`src/rtl/pill_line_pkg.sv`:
```
// Shared encodings for the pill line plant model: FSM states, jitter LFSR, count limits.
// No logic beyond a pure LFSR step function.
package pill_line_pkg;

    typedef enum logic [1:0] {
        ST_IDLE   = 2'd0,
        ST_FEED   = 2'd1,
        ST_MOVE   = 2'd2,
        ST_JAMMED = 2'd3
    } line_state_t;

    localparam logic [7:0] LFSR_SEED        = 8'hA5;
    // Taps x^8 + x^6 + x^5 + x^4 mapped onto bit indices 7, 5, 4, 3.
    localparam logic [7:0] LFSR_TAPS        = 8'b1011_1000;
    localparam logic [9:0] PILL_COUNT_MAX   = 10'd999;
    localparam logic [6:0] BOTTLE_COUNT_MAX = 7'd99;

    function automatic logic [7:0] lfsr_next(input logic [7:0] cur);
        return {cur[6:0], ^(cur & LFSR_TAPS)};
    endfunction

endpackage

```
`src/rtl/pill_line_emulator_ms_timer.sv`:
```
// Loadable down-counter in clock cycles with a zero flag; load wins over run.
// Counting stops at zero and holds its value while run is low.
module ms_timer #(
    parameter int W = 16
) (
    input  logic         clk,
    input  logic         clr,
    input  logic         load,
    input  logic [W-1:0] load_val,
    input  logic         run,
    output logic         zero
);

    logic [W-1:0] count;

    always_ff @(posedge clk) begin
        if (clr) begin
            count <= '0;
        end else if (load) begin
            count <= load_val;
        end else if (run && (count != '0)) begin
            count <= count - 1'b1;
        end
    end

    assign zero = (count == '0);

endmodule

```
`src/rtl/pill_line_emulator.sv`:
```
// Bottling-line plant model: pill pulses while feeding, bottle moves on request, hopper stock.
// All outputs registered; PILL_JITTER_EN adds LFSR jitter to the pill period.
module pill_line_emulator
    import pill_line_pkg::*;
#(
    parameter int PILL_PERIOD_MS = 1000,
    parameter int PULSE_MS       = 20,
    parameter int BOTTLE_MOVE_MS = 1500,
    parameter int HOPPER_CAP     = 200,
    parameter int REFILL_PILLS   = 50
) (
    input  logic       clk_1khz,
    input  logic       clr,
    input  logic       feed_en,
    input  logic       bottle_req,
    input  logic       jam_inject,
    input  logic       drain_inject,
    input  logic       refill,
    output logic       hopper_level,
    output logic       conveyor_ok,
    output logic       bottle_in_place,
    output logic [7:0] pills_left,
    output logic [9:0] pill_count,
    output logic [6:0] bottle_count
);

    localparam int PW = $clog2(PILL_PERIOD_MS + 16) + 1;
    localparam int MW = $clog2(BOTTLE_MOVE_MS) + 1;
    localparam int CW = $clog2(PULSE_MS + 1);

    line_state_t   state;
    logic          req_q;
    logic          refill_q;
    logic [CW-1:0] pulse_cnt;
    logic          req_edge;
    logic          refill_edge;
    logic          in_move;
    logic          dispense;
    logic          period_zero;
    logic          move_zero;
    logic          load_period;
    logic          load_move;
    logic          run_move;
    logic [PW-1:0] reload_val;
    logic [8:0]    stock_sum;
    logic [7:0]    stock_next;

    assign req_edge    = bottle_req & ~req_q;
    assign refill_edge = refill & ~refill_q;
    assign in_move     = (state == ST_MOVE) || (state == ST_JAMMED);
    assign dispense    = (state == ST_FEED) && feed_en && period_zero && (pills_left != 8'd0);
    assign load_period = ((state == ST_IDLE) && !req_edge && feed_en && bottle_in_place)
                      || ((state == ST_FEED) && period_zero);
    assign load_move   = req_edge && !in_move;
    // Jam freezes the move timer; the cycle jam drops already counts again.
    assign run_move    = in_move && !jam_inject;

`ifdef PILL_JITTER_EN
    logic [7:0] lfsr;

    always_ff @(posedge clk_1khz) begin
        if (clr) begin
            lfsr <= LFSR_SEED;
        end else if (dispense) begin
            lfsr <= lfsr_next(lfsr);
        end
    end

    assign reload_val = PW'(PILL_PERIOD_MS - 1) + PW'(lfsr[3:0]);
`else
    assign reload_val = PW'(PILL_PERIOD_MS - 1);
`endif

    ms_timer #(.W(PW)) u_period_timer (
        .clk      (clk_1khz),
        .clr      (clr),
        .load     (load_period),
        .load_val (reload_val),
        .run      (state == ST_FEED),
        .zero     (period_zero)
    );

    ms_timer #(.W(MW)) u_move_timer (
        .clk      (clk_1khz),
        .clr      (clr),
        .load     (load_move),
        .load_val (MW'(BOTTLE_MOVE_MS - 1)),
        .run      (run_move),
        .zero     (move_zero)
    );

    // Stock math runs 9 bits wide so refill overshoot saturates instead of wrapping.
    always_comb begin
        stock_sum = {1'b0, pills_left}
                  + (refill_edge ? 9'(REFILL_PILLS) : 9'd0)
                  - (dispense ? 9'd1 : 9'd0);
        if (drain_inject) begin
            stock_next = 8'd0;
        end else if (stock_sum > 9'(HOPPER_CAP)) begin
            stock_next = 8'(HOPPER_CAP);
        end else begin
            stock_next = stock_sum[7:0];
        end
    end

    always_ff @(posedge clk_1khz) begin
        if (clr) begin
            state           <= ST_IDLE;
            req_q           <= 1'b0;
            refill_q        <= 1'b0;
            pulse_cnt       <= '0;
            hopper_level    <= 1'b0;
            conveyor_ok     <= 1'b1;
            bottle_in_place <= 1'b1;
            pills_left      <= 8'(HOPPER_CAP);
            pill_count      <= 10'd0;
            bottle_count    <= 7'd0;
        end else begin
            req_q       <= bottle_req;
            refill_q    <= refill;
            conveyor_ok <= ~jam_inject;
            pills_left  <= stock_next;

            // Pulse stretcher runs independently of the FSM so a pulse always completes.
            if (dispense) begin
                hopper_level <= 1'b1;
                pulse_cnt    <= CW'(PULSE_MS - 1);
            end else if (pulse_cnt != '0) begin
                pulse_cnt <= pulse_cnt - 1'b1;
            end else begin
                hopper_level <= 1'b0;
            end

            if (dispense && (pill_count != PILL_COUNT_MAX)) begin
                pill_count <= pill_count + 10'd1;
            end

            case (state)
                ST_IDLE: begin
                    if (req_edge) begin
                        state           <= ST_MOVE;
                        bottle_in_place <= 1'b0;
                    end else if (feed_en && bottle_in_place) begin
                        state <= ST_FEED;
                    end
                end
                ST_FEED: begin
                    if (req_edge) begin
                        state           <= ST_MOVE;
                        bottle_in_place <= 1'b0;
                    end else if (!feed_en) begin
                        state <= ST_IDLE;
                    end
                end
                default: begin
                    if (jam_inject) begin
                        state <= ST_JAMMED;
                    end else if (move_zero) begin
                        state           <= ST_IDLE;
                        bottle_in_place <= 1'b1;
                        pill_count      <= 10'd0;
                        bottle_count    <= (bottle_count == BOTTLE_COUNT_MAX) ? 7'd0
                                                                             : bottle_count + 7'd1;
                    end else begin
                        state <= ST_MOVE;
                    end
                end
            endcase
        end
    end

endmodule

```
`config.mk`:
```
export PLATFORM = sky130hd
export DESIGN_NAME = pill_line_emulator
export DESIGN_NICKNAME = d
export VERILOG_FILES = /design/src/rtl/pill_line_pkg.sv /design/src/rtl/pill_line_emulator_ms_timer.sv /design/src/rtl/pill_line_emulator.sv
export SDC_FILE = /design/constraint.sdc
export NUM_CORES = 1
export LEC_CHECK = 0
export ABC_AREA = 1
export BUFFER_PORTS_ARGS = -buffer_cell sky130_fd_sc_hd__buf_4
export CAP_MARGIN = 5
export CORE_AREA = 2 2 148 78
export DETAILED_ROUTE_END_ITERATION = 16
export DIE_AREA = 0 0 150 80
export GPL_ROUTABILITY_DRIVEN = 0
export PLACE_DENSITY_LB_ADDON = 0.25
export SKIP_CTS_REPAIR_TIMING = 1
export SLEW_MARGIN = 20
export SYNTH_ARGS = -nofsm -noshare
export SYNTH_HDL_FRONTEND = slang
export SYNTH_HIERARCHICAL = 1
export SYNTH_SLANG_ARGS = --single-unit
```
`constraint.sdc`:
```
create_clock -name clk_1khz -period 3.1 [get_ports clk_1khz]
set_clock_uncertainty 0.1 [all_clocks]
set_input_delay 0.31 -clock clk_1khz [delete_from_list [all_inputs] [get_ports clk_1khz]]
set_output_delay 0.31 -clock clk_1khz [all_outputs]
set_load 0.05 [all_outputs]
```
# Yosys cells after proc, flatten, opt, wreduce, memory -nomap -nowiden
# Index checks and enable logic that the tools add are counted.
# word_totals
register_bits	60
in_bits	7
out_inout_bits	28
elab_cells	105
# op_classes
n_addsub	7
n_lt_le_gt_ge	1
eq_ne	10
mux	28
bitwise_logic	6
n_reduce_logical	37
# op_table
operator	n
$mux W10	6
$mux W11	2
$mux W8	2
$logic_and A1 B1 Y1	13
$logic_not A12 Y1	1
$mux W2	6
$reduce_bool A12 Y1	1
$sub A12 B1 Y12 const B	1
$logic_not A11 Y1	1
$reduce_bool A11 Y1	1
$sub A11 B1 Y11 const B	1
$add A10 B1 Y10 const B	1
$mux W5	2
$ne A10 B10 Y1 const B	1
$add A8 B6 Y9	1
$gt A9 B8 Y1 const B	1
$sub A9 B1 Y9	1
$reduce_bool A2 Y1	4
$reduce_bool A8 Y1	1
$reduce_or A2 Y1	4
$add A7 B1 Y7 const B	1
$eq A7 B7 Y1 const B	1
$mux W1	7
$mux W7	1
other kinds (18)	28

# Logic depth before layout (Yosys ltp)
# logic_depth
ltp_word	9
ltp_mapped	26
depth_no_buf	26

# By module
# The synthesis kept the hierarchy.
# by_module_without_submodules
module	n_inst	cells_each	area_each_um2	seq_area_each_um2
pill_line_emulator	1	316	2274.7	740.7
ms_timer at u_move_timer	1	148	917.1	240.2
ms_timer at u_period_timer	1	118	785.8	220.2

# Worst setup path after synthesis
# No wires, ideal clock.
# synth_path
kind	reg-to-reg
startpoint	reg u_period_timer.count[0]
endpoint	reg pills_left[0]
setup_time_ps	118
t_arrival_ps	2707
required_time_ps	2882
setup_slack_ps	176
stages_incl_launch_ff	22
n_path_buf	0
synth_period_minus_slack_ps	2924
cell_sequence	dfxtp_1 > inv_1 > ha_1 > nand3_2 > nor2_2 > nand2_1 > nor2_1 > nand2_2 > nor2_4 > nand2_4 > inv_1 > ha_1 > inv_1 > ha_1 > inv_1 > fa_1 > nand3_1 > nand2_1 > nand3_1 > nand3_1 > nand3_1 > nor2_1
# synth_between
elab_chain_len	7
# synth_rtl
element	line_no	rtl
from (decl)	pill_line_emulator_ms_timer.sv:14	logic [W-1:0] count;
from (signal assigned)	pill_line_emulator_ms_timer.sv:20	count <= load_val;
from (signal assigned)	pill_line_emulator_ms_timer.sv:22	count <= count - 1'b1;
$logic_not A11 Y1 *	pill_line_emulator_ms_timer.sv:26	assign zero = (count == '0);
net period_zero	pill_line_emulator.sv:39	logic period_zero;
$logic_and A1 B1 Y1 * (2 in series)	pill_line_emulator.sv:51	assign dispense = (state == ST_FEED) && feed_en && period_zero && (pills_left != 8'd0);
net dispense	pill_line_emulator.sv:38	logic dispense;
$mux W1 *	pill_line_emulator.sv:96	- (dispense ? 9'd1 : 9'd0);
$sub A9 B1 Y9 *	pill_line_emulator.sv:96	
$gt A9 B8 Y1	pill_line_emulator.sv:99	end else if (stock_sum > 9'(HOPPER_CAP)) begin
$reduce_or A3 Y1 (no source line)	n/a	
to (signal assigned)	pill_line_emulator.sv:115	pills_left <= 8'(HOPPER_CAP);
to (signal assigned)	pill_line_emulator.sv:122	pills_left <= stock_next;
to (decl)	pill_line_emulator.sv:22	output logic [7:0] pills_left,
# The timed path passes the listed nets; every way through them passes the cells marked *.
# A chain may end at the register's enable or synchronous reset.

# Final worst setup path
# layout_path
startpoint	reg u_period_timer.count[0]
endpoint	reg pills_left[3]
# layout_between
elab_chain_len	8
# layout_rtl
element	line_no	rtl
$logic_not A11 Y1 *	pill_line_emulator_ms_timer.sv:26	
net period_zero	pill_line_emulator.sv:39	
$logic_and A1 B1 Y1 * (2 in series)	pill_line_emulator.sv:51	
net dispense	pill_line_emulator.sv:38	
$mux W1 *	pill_line_emulator.sv:96	
$sub A9 B1 Y9 *	pill_line_emulator.sv:96	
$gt A9 B8 Y1	pill_line_emulator.sv:99	
$mux W8 *	pill_line_emulator.sv:99	
$mux W8 *	pill_line_emulator.sv:97	if (drain_inject) begin
# Marked as above.

==> flow_metrics.py <==
metrics = {
    "floorplanning": {
        "core_um2": 10700,
        "die_area_um2": 12000,
        "initial_utilization_pct": 37.3,
        "fp-row-count": 27,
        "die_h_um": 80,
        "ios": 35,
        "fp.dieW_um": 150,
    },
    "setup_path": {
        "cp_max_fo": 3,
        "cp_data_arrival_time_ns": 2.99,
        "critPathKind": "register to register",
        "end_kind": "register",
        "start_kind": "register",
        "crit_required_ns": 3.22,
    },
    "yosys": {
        "synth_top_cell_by_area": "dfxtp_1",
        "yosys-top-cells-count": "nand2_1, inv_1, nor2_1",
        "ys_types": 47,
        "synth-main-ff-cell": "dfxtp_1",
        "yosys_warnings": 6,
        "synth_xor_xnor_area_share_pct": 3.96,
        "yosysTopAreaCellShare_pct": 30.2,
        "synth-edff-count": 0,
        "synth-seq-area-share_pct": 30.2,
        "syn_inst": 582,
        "avgSynthCellArea_um2": 6.83,
        "synth-simple-area-share_pct": 37.5,
        "ys_top_cells_by_area": "dfxtp_1, nand2_1, inv_1",
        "syn-cell-area_um2": 3980,
        "synth_top_family_by_area": "simple AND/OR/NAND/NOR gates",
        "synth-async-reset-ratio_pct": 0,
        "synthAdderAreaFrac_pct": 6.79,
        "yosysMostFrequentCell": "nand2_1",
        "synth_mux_area_share_pct": 0.252,
        "synth-seq-cells": 60,
        "synth_compound_area_share_pct": 10.5,
    },
    "power_and_ir_drop": {
        "power_density_nw_per_um2": 743,
        "fin_total_pwr_uw": 3620,
        "p_leak_uw": 0.00235,
        "ir_worst_vdd_mv": 0.332,
    },
    "cts": {
        "cts_buffer_depth": 2,
        "htreeDepth": 3,
        "insertion_delay_ns": 0.34,
        "cts.sinks": 60,
        "clkSlewWorstSetupHoldPaths_ns": 0.05,
        "cts.root.buffer_cell": "clkbuf_16",
        "cts_buffers": 9,
        "cts_tree": "done",
    },
    "placement": {
        "dp_hpwl_um": 7580,
        "port_buffers": 34,
        "dp.cells": 780,
    },
    "global_route": {
        "grt_pass1_vias": 3442,
        "grtUsageTotal_pct": 17.9,
        "antenna_found_initial": 0,
        "grt_overflow": 0,
        "grt_pass1_wl_um": 16700,
        "grt_max_degree": 27,
    },
    "routing": {
        "ant_nets": 0,
        "drt-wirelength-per-cell_um": 12.6,
        "avgViaCountPerCell": 4.71,
        "drt-pass1-iter-count": 5,
        "drtIter0Drc": 255,
        "drc": 0,
        "vias": 3750,
        "routed_wl_um": 10100,
    },
    "cells_and_area": {
        "drive_gt1_share_pct": 21.2,
        "nets": 676,
        "fill_cells": 1105,
        "area_delta_synth_final_pct": 22.6,
        "fin_cells": 797,
        "antenna_cells": 0,
    },
    "sta": {
        "max_slew_margin_pct": 59.2,
        "fin_crit_ns": 2.87,
        "fmax_ghz": 0.348,
        "finalCritPeriodShare_pct": 92.6,
        "slew_violations": 0,
        "setup_viol": 0,
        "tightestPinTransition_ns": 0.607,
        "hold_viol_final": 0,
    },
    "outcome": {
        "status": "finished, final reports clean",
    },
    "min_path": {
        "min_path_type": "input port to register",
    },
    "job": {
        "drv_cap": 0,
    },
}
-- sequential cells by signal (all words and copies together) (netlist names) --
register,cells
u_move_timer/count,12
bottle_in_place,1
state,2
pulse_cnt,5
hopper_level,1
req_q,1
bottle_count,7
pills_left,8
refill_q,1
pill_count,10
u_period_timer/count,11
conveyor_ok,1
-- cell families (layout without fill, tap and decap cells) --
group | Yosys count | after routing
DFF | 60 | 60
other | 2 | 23
adders and majority gates | 21 | 21
and+or+nand+nor | 312 | 312
xor gates and xnor gates | 18 | 18
buffers and inverters | 103 | 152
AOI/OAI and AO/OA | 65 | 65
muxes | 1 | 1
-- critical path, cell delays in order (launching register included) --
cell and delay (ns):
dfxtp_2 0.33, inv_4 0.07, ha_4 0.15, nand3_4 0.10, nor2_4 0.13, nand2_1 0.08
nor2_2 0.14, nand2_2 0.09, nor2_4 0.13, nand2_4 0.06, inv_2 0.05, ha_1 0.13
inv_1 0.04, ha_2 0.17, inv_2 0.06, fa_2 0.19, inv_1 0.06, nand2_2 0.07
nand2_1 0.06, nand2_1 0.06, nand2_1 0.05, nand2_2 0.07, nand3_2 0.08, nand3_4 0.09
nand3_1 0.09, nand2_1 0.07, nand2_1 0.04
-- per-stage QoR --
stage | setup TNS, ns | setup slack (ns) | hold slack, ns | utilization (%) | instance area [um^2]
after floorplan | 0 | 0.176 | 0.279 | - | 4060
after global placement | 0 | 0.115 | 0.363 | 41.9 | 4480
after detailed placement | -0.0169 | -0.00766 | 0.383 | 41.9 | 4480
after CTS | -0.157 | -0.0357 | 0.0797 | 44.8 | 4780
after global routing | -0.0471 | -0.0235 | 0.0833 | 45.7 | 4870
final | 0 | 0.229 | 0.0931 | 45.7 | 4870
-- power by group --
group	switching [uW]	leakage (uW)	internal, uW
Clock	358	0.000148	695
Combinational	998	0.00171	563
Sequential	121	0.000492	887
-- layout by cell type (no fill, tap or decap), drive strengths merged, types with 2 or more instances in the layout --
| master | synthesis | final |
|---|---|---|
| nand2 | 138 | 138 |
| nor2 | 98 | 98 |
| inv | 93 | 93 |
| dfxtp | 60 | 60 |
| nand3 | 50 | 50 |
| buf | 6 | 43 |
| a21oi | 26 | 26 |
| o21ai | 24 | 24 |
| conb | 2 | 23 |
| ha | 20 | 20 |
| xor2 | 15 | 15 |
| clkbuf | 3 | 10 |
| nand4 | 9 | 9 |
| a211oi | 7 | 7 |
| nor3 | 6 | 6 |
| or2 | 4 | 4 |
| nor3b | 4 | 4 |
| clkinv | 1 | 3 |
| xnor2 | 3 | 3 |
| o211ai | 2 | 2 |
| bufinv | 0 | 2 |
-- final timing paths --
path / start / to / slack, ns / cells past startpoint
worst max-delay path: u_period_timer/count[0] / pills_left[3] / 0.23 / 26
worst min-delay path: refill / refill_q / 0.09 / 3
worst max register to register: u_period_timer/count[0] / pills_left[3] / 0.23 / 26
worst min register to register: u_move_timer/count[0] / u_move_timer/count[0] / 0.39 / 2
-- routing by layer --
layer	wire (um)	global-route usage [%]	up-vias
met5	0	0	-
met4	135	5.94	0
met3	577	4.86	13
met2	3870	24.3	92
met1	5490	26.8	1693
li1	-	-	1952
-- final cells by class --
| class | count | area (um^2) | share of cell area, % |
|---|---|---|---|
| Clock inverter | 5 | 77.6 | 1.59 |
| Timing Repair Buffer | 43 | 323 | 6.62 |
| Clock buffer | 10 | 229 | 4.70 |
| Multi-Input combinational cell | 440 | 2500 | 51.4 |
| Sequential cell | 60 | 1200 | 24.7 |
| Tap cell | 145 | 181 | 3.72 |
| Inverter | 94 | 357 | 7.32 |
No activity file was read; power rests on OpenSTA's default activity.
